[src/rtl/remote_pkg.sv]
// Shared key-path definitions for the IR receiver and the key dispatcher.
package remote_pkg;
  localparam int KEY_W               = 8;
  localparam int DEFAULT_DEPTH       = 4;
  localparam int DEFAULT_HOLD_CYCLES = 1000;

  typedef enum logic {HELD = 1'b0, ARMED = 1'b1} ingress_state_e;
endpackage

[src/rtl/remote_key_dispatcher_if.sv]
// Receiver-to-consumer key bus: ingress (Tecla/Ready) plus valid/ack egress.
interface remote_key_dispatcher_if #(parameter int DEPTH = remote_pkg::DEFAULT_DEPTH);
  import remote_pkg::*;
  localparam int CNT_W = $clog2(DEPTH + 1);

  logic [KEY_W-1:0] Tecla;
  logic             Ready;
  logic [KEY_W-1:0] Key_Out;
  logic             Key_Valid;
  logic             Key_Ack;
  logic [CNT_W-1:0] Count;
  logic             Overflow;

  modport master (output Tecla, Ready, Key_Ack,
                  input  Key_Out, Key_Valid, Count, Overflow);
  modport slave  (input  Tecla, Ready, Key_Ack,
                  output Key_Out, Key_Valid, Count, Overflow);
endinterface

[src/rtl/remote_key_dispatcher_key_fifo.sv]
// Key FIFO with registered storage; full/empty come from the entry count.
module key_fifo
  import remote_pkg::*;
#(
  parameter int DEPTH = DEFAULT_DEPTH,
  localparam int CNT_W = $clog2(DEPTH + 1),
  localparam int PTR_W = $clog2(DEPTH)
) (
  input  logic             Clock,
  input  logic             Reset,
  input  logic             push,
  input  logic [KEY_W-1:0] wr_data,
  input  logic             pop,
  output logic [KEY_W-1:0] rd_data,
  output logic [CNT_W-1:0] count,
  output logic             full,
  output logic             empty
);
  logic [DEPTH-1:0][KEY_W-1:0] mem;
  logic [PTR_W-1:0]            wr_ptr, rd_ptr;
  logic                        push_ok, pop_ok;

  assign full    = (count == CNT_W'(DEPTH));
  assign empty   = (count == '0);
  assign pop_ok  = pop & ~empty;
  // A pop in the same cycle frees the slot, so a full FIFO can still take the push.
  assign push_ok = push & (~full | pop_ok);
  assign rd_data = mem[rd_ptr];

  always_ff @(posedge Clock or posedge Reset) begin
    if (Reset) begin
      mem    <= '0;
      wr_ptr <= '0;
      rd_ptr <= '0;
      count  <= '0;
    end else begin
      if (push_ok) begin
        mem[wr_ptr] <= wr_data;
        wr_ptr      <= wr_ptr + PTR_W'(1);
      end
      if (pop_ok) rd_ptr <= rd_ptr + PTR_W'(1);
      case ({push_ok, pop_ok})
        2'b10:   count <= count + CNT_W'(1);
        2'b01:   count <= count - CNT_W'(1);
        default: count <= count;
      endcase
    end
  end
endmodule

[src/rtl/remote_key_dispatcher.sv]
// One event per Ready rising edge, buffered for a valid/ack consumer.
// Optional repeat suppression is built when REMOTE_REPEAT_FILTER_EN is defined.
module remote_key_dispatcher
  import remote_pkg::*;
#(
  parameter int DEPTH       = DEFAULT_DEPTH,
  parameter int HOLD_CYCLES = DEFAULT_HOLD_CYCLES
) (
  input logic                     Clock,
  input logic                     Reset,
  remote_key_dispatcher_if.slave  bus
);
  ingress_state_e state, state_nxt;
  logic           sample, accept, repeat_hit, fifo_full, fifo_empty, drop;

  always_ff @(posedge Clock or posedge Reset) begin
    if (Reset) state <= HELD;
    else       state <= state_nxt;
  end

  // HELD on reset means a Ready already high at release is ignored until it drops.
  always_comb begin
    state_nxt = state;
    sample    = 1'b0;
    case (state)
      HELD:    if (!bus.Ready) state_nxt = ARMED;
      ARMED:   if (bus.Ready) begin
        sample    = 1'b1;
        state_nxt = HELD;
      end
      default: state_nxt = HELD;
    endcase
  end

`ifdef REMOTE_REPEAT_FILTER_EN
  localparam int TMR_W = $clog2(HOLD_CYCLES + 1);
  logic [TMR_W-1:0] hold_tmr;
  logic [KEY_W-1:0] last_key;

  // Suppressed repeats still reload the window, so a held-down key stays quiet.
  always_ff @(posedge Clock or posedge Reset) begin
    if (Reset) begin
      hold_tmr <= '0;
      last_key <= '0;
    end else if (sample) begin
      hold_tmr <= TMR_W'(HOLD_CYCLES);
      last_key <= bus.Tecla;
    end else if (hold_tmr != '0) begin
      hold_tmr <= hold_tmr - TMR_W'(1);
    end
  end

  assign repeat_hit = (bus.Tecla == last_key) && (hold_tmr != '0);
`else
  assign repeat_hit = 1'b0;
`endif

  assign accept = sample & ~repeat_hit;
  assign drop   = accept & fifo_full & ~(bus.Key_Ack & ~fifo_empty);

  always_ff @(posedge Clock or posedge Reset) begin
    if (Reset)     bus.Overflow <= 1'b0;
    else if (drop) bus.Overflow <= 1'b1;
  end

  key_fifo #(.DEPTH(DEPTH)) u_fifo (
    .Clock   (Clock),
    .Reset   (Reset),
    .push    (accept),
    .wr_data (bus.Tecla),
    .pop     (bus.Key_Ack),
    .rd_data (bus.Key_Out),
    .count   (bus.Count),
    .full    (fifo_full),
    .empty   (fifo_empty)
  );

  assign bus.Key_Valid = ~fifo_empty;
endmodule
[src/flat_wrapper.sv]
// flat-port wrapper written by rule: the top's interface ports become plain ports
module remote_key_dispatcher_flat import remote_pkg::*;
#(
  parameter int DEPTH       = DEFAULT_DEPTH,
  parameter int HOLD_CYCLES = DEFAULT_HOLD_CYCLES
)
  (Clock, Reset, bus_Tecla, bus_Ready, bus_Key_Ack, bus_Key_Out, bus_Key_Valid, bus_Count, bus_Overflow);
  remote_key_dispatcher_if #(.DEPTH(DEPTH)) bus_i ();
  input logic Clock;
  input logic Reset;
  input wire logic [$bits(bus_i.Tecla)-1:0] bus_Tecla;
  input wire logic [$bits(bus_i.Ready)-1:0] bus_Ready;
  input wire logic [$bits(bus_i.Key_Ack)-1:0] bus_Key_Ack;
  output wire logic [$bits(bus_i.Key_Out)-1:0] bus_Key_Out;
  output wire logic [$bits(bus_i.Key_Valid)-1:0] bus_Key_Valid;
  output wire logic [$bits(bus_i.Count)-1:0] bus_Count;
  output wire logic [$bits(bus_i.Overflow)-1:0] bus_Overflow;
  assign bus_i.Tecla = bus_Tecla;
  assign bus_i.Ready = bus_Ready;
  assign bus_i.Key_Ack = bus_Key_Ack;
  assign bus_Key_Out = bus_i.Key_Out;
  assign bus_Key_Valid = bus_i.Key_Valid;
  assign bus_Count = bus_i.Count;
  assign bus_Overflow = bus_i.Overflow;
  remote_key_dispatcher #(.DEPTH(DEPTH), .HOLD_CYCLES(HOLD_CYCLES)) u_core (.Clock(Clock), .Reset(Reset), .bus(bus_i));
endmodule
[config.mk]
export PLATFORM = sky130hd
export DESIGN_NAME = remote_key_dispatcher_flat
export DESIGN_NICKNAME = d
export VERILOG_FILES = /design/src/rtl/remote_pkg.sv /design/src/rtl/remote_key_dispatcher_if.sv /design/src/rtl/remote_key_dispatcher_key_fifo.sv /design/src/rtl/remote_key_dispatcher.sv /design/src/flat_wrapper.sv
export SDC_FILE = /design/constraint.sdc
export NUM_CORES = 1
export LEC_CHECK = 0
export CAP_MARGIN = 20
export CORE_UTILIZATION = 54
export DETAILED_ROUTE_END_ITERATION = 16
export GPL_TIMING_DRIVEN = 0
export PLACE_DENSITY = 0.75
export SYNTH_ARGS = -nofsm -noshare
export SYNTH_HDL_FRONTEND = slang
export SYNTH_SLANG_ARGS = --single-unit
[constraint.sdc]
create_clock -name Clock -period 2.45 [get_ports Clock]
set_input_delay 0.3675 -clock Clock [delete_from_list [all_inputs] [get_ports Clock]]
set_output_delay 0.3675 -clock Clock [all_outputs]
set_load 0.02 [all_outputs]
==> out/qor.yml <==
status: "completed"
maxCapViolations: 0
cp_max_fo: 10
relSlewSlack: 0.439
wirelength_um: 3440
setup_violations: 0
vias_per_cell: 5.75
dp.cells: 203
syn_nets: 152
dieArea_um2: 3960
synth_top_cells_by_count: "dfrtp_1, mux2_2, mux4_2"
hpwl_um: 2340
wl_met3_um: 122
critPathLaunchType: "flip-flop"
synth_flop_cell: "dfrtp_1"
yosysWarnings: 0
numCtsBuffers: 5
synth_seq_cells: 41
power_density_nw_per_um2: 1350
synth_area_per_cell_um2: 14.8
syn_inst: 135
area_growth_syn_to_layout_pct: 18.6
fin_tns_setup_ns: 0
rsz0062_at_grt: "false"
r2r_cells: 5
netlist-cell-type-count: 34
p_leak_nw: 1.00
clock_latency_ns: 0.29
hold_depth: 2
endpoint_kind: "primary output"
routabilityCongestion: 0.741
track_usage: 0.199
routed.top_layer: "met4"
drc_errors: 0
clockBufferDepth: 2
dr.pass1.iters: 3
yosysMostFrequentCell: "dfrtp_1"
wl_met2_um: 1710
async_reset_ff_frac: 1.00
syn_area_um2: 2000
finalNetCount: 180
nFillCells: 234
vias: 1207
die-height_um: 62.9
hold_violations: 0
fin_skew_ns: 0.00337
worst-endpoint-arrival_ns: 1.97
numPortBuffers: 22
ys_seq_area_frac: 0.512
synth_top_cells_by_area: "dfrtp_1, mux2_2, mux4_2"
worst_pin_slew_ns: 0.840
ctsHoldBuffers: 0
floorplan.initialDensity: 0.582
drive_above_1_share: 0.354
synth_area_leader_cell: "dfrtp_1"
cts-root-buf: "clkbuf_8"
drt_iter0_markers: 63
grt_pass1_vias: 1221
crit_type: "flip-flop to primary output"
slew_violations: 0
htree_levels: 2
min_path_type: "input port to flip-flop"
synth-edff-count: 0
cts_tree: "yes"
ant_nets: 0
hold_ws_ns: 0.314
vdd_drop_max_mv: 0.606
clock-sinks: 41
grt_antenna_before_repair: 0
fp-row-count: 21
core_area_um2: 3440
n_antenna_cell: 0
synth_top_area_frac: 0.512
fin_crit_sh: 0.954
cp_data_required_time_ns: 2.08
layout_min_cycle_time_ns: 2.34
drt-met1-wl_um: 1550
gr-total-overflow: 0
wl_per_cell_um: 16.4
grt_pass1_wl_um: 5930
max_freq_ghz: 0.428
grt_start_max_net_pins: 42
die_w_um: 62.9
clk_pin_slew_ns: 0.08
final_cell_count_no_fill: 210
ios: 25
[critical path: stages (launching register included)]
cell             delay, ns
dfrtp_1               0.33
clkbuf_4              0.25
mux4_2                0.54
clkdlybuf4s50_1       0.55
[cells by family (layout without fill, tap and decap cells)]
kind of cell	after synthesis	count (layout)	synth area share
compound gates	12	12	0.0474
flops	41	41	0.512
buf+inv	12	41	0.0318
simple gates	22	22	0.0911
mux	40	40	0.270
fa+ha+maj	5	5	0.0350
xor+xnor	3	3	0.0131
[worst paths after layout]
check,startpoint,to,slack [ns]
max in group asynchronous,Reset,u_core.u_fifo.rd_ptr[1],1.36
max,u_core.u_fifo.rd_ptr[0],bus_Key_Out[3],0.11
min in group asynchronous,Reset,u_core.u_fifo.mem[0],0.54
min reg2reg,u_core.bus.Overflow,u_core.bus.Overflow,0.46
max reg2reg,u_core.u_fifo.count[1],u_core.u_fifo.count[2],0.52
min,bus_Ready,u_core.state,0.31
[metal layers]
layer,vias up,track usage
met1,619,0.259
li1,560,-
met5,-,0
met4,0,0.0610
met3,6,0.0511
met2,22,0.324
[what timing repair did]
item | in CTS | in global routing
resized for setup | 0 | 1
setup endpoints to repair | 0 | 8
setup buffers | 0 | 0
[cell usage in the layout, fill, tap and decap left out, types with 2 or more instances in the layout]
cell / n
clkdlybuf4s50_1: 22
ha_1: 4
nand2_1: 3
nand3_1: 2
clkbuf_8: 6
dfrtp_1: 41
buf_6: 2
a21o_1: 2
and3b_1: 2
mux4_2: 8
inv_1: 5
o31a_1: 2
xnor2_1: 2
mux2_2: 30
buf_2: 2
mux2_1: 2
nand4_1: 3
a21boi_0: 2
nand3_4: 4
[flip-flops by register name (all words and copies together), names as in the netlist]
name,flops
u_core.u_fifo.mem,32
u_core.bus.Overflow,1
u_core.u_fifo.count,3
u_core.u_fifo.wr_ptr,2
u_core.u_fifo.rd_ptr,2
u_core.state,1
[metrics by stage]
stage	worst slack, ns	util	power [mW]	instance area [um2]
2_1_floorplan	0.570	-	2.26	2000
3_3_place_gp	0.346	0.663	2.73	2280
3_5_place_dp	0.340	0.663	2.79	2280
4_1_cts	0.00254	0.691	3.26	2380
5_1_grt	0.0362	0.691	3.42	2380
6_report	0.113	0.691	3.22	2380
[report_power, final]
group	internal (mW)	leakage [nW]	switching, mW
Sequential	1.01	0.491	0.227
Combinational	0.885	0.458	0.638
Clock	0.228	0.0512	0.233
[area by class of cell]
class	instances	area, um2	area share
well taps	46	57.6	0.0242
flip-flops and latches	41	1030	0.432
repair buffers	22	220	0.0926
clock buffers	6	82.6	0.0347
multi-input cells	82	915	0.385
clock inverters	2	13.8	0.00579
inverters	6	22.5	0.00947
plain buffers	5	40.0	0.0168
Power figures use the tool's default switching activity.
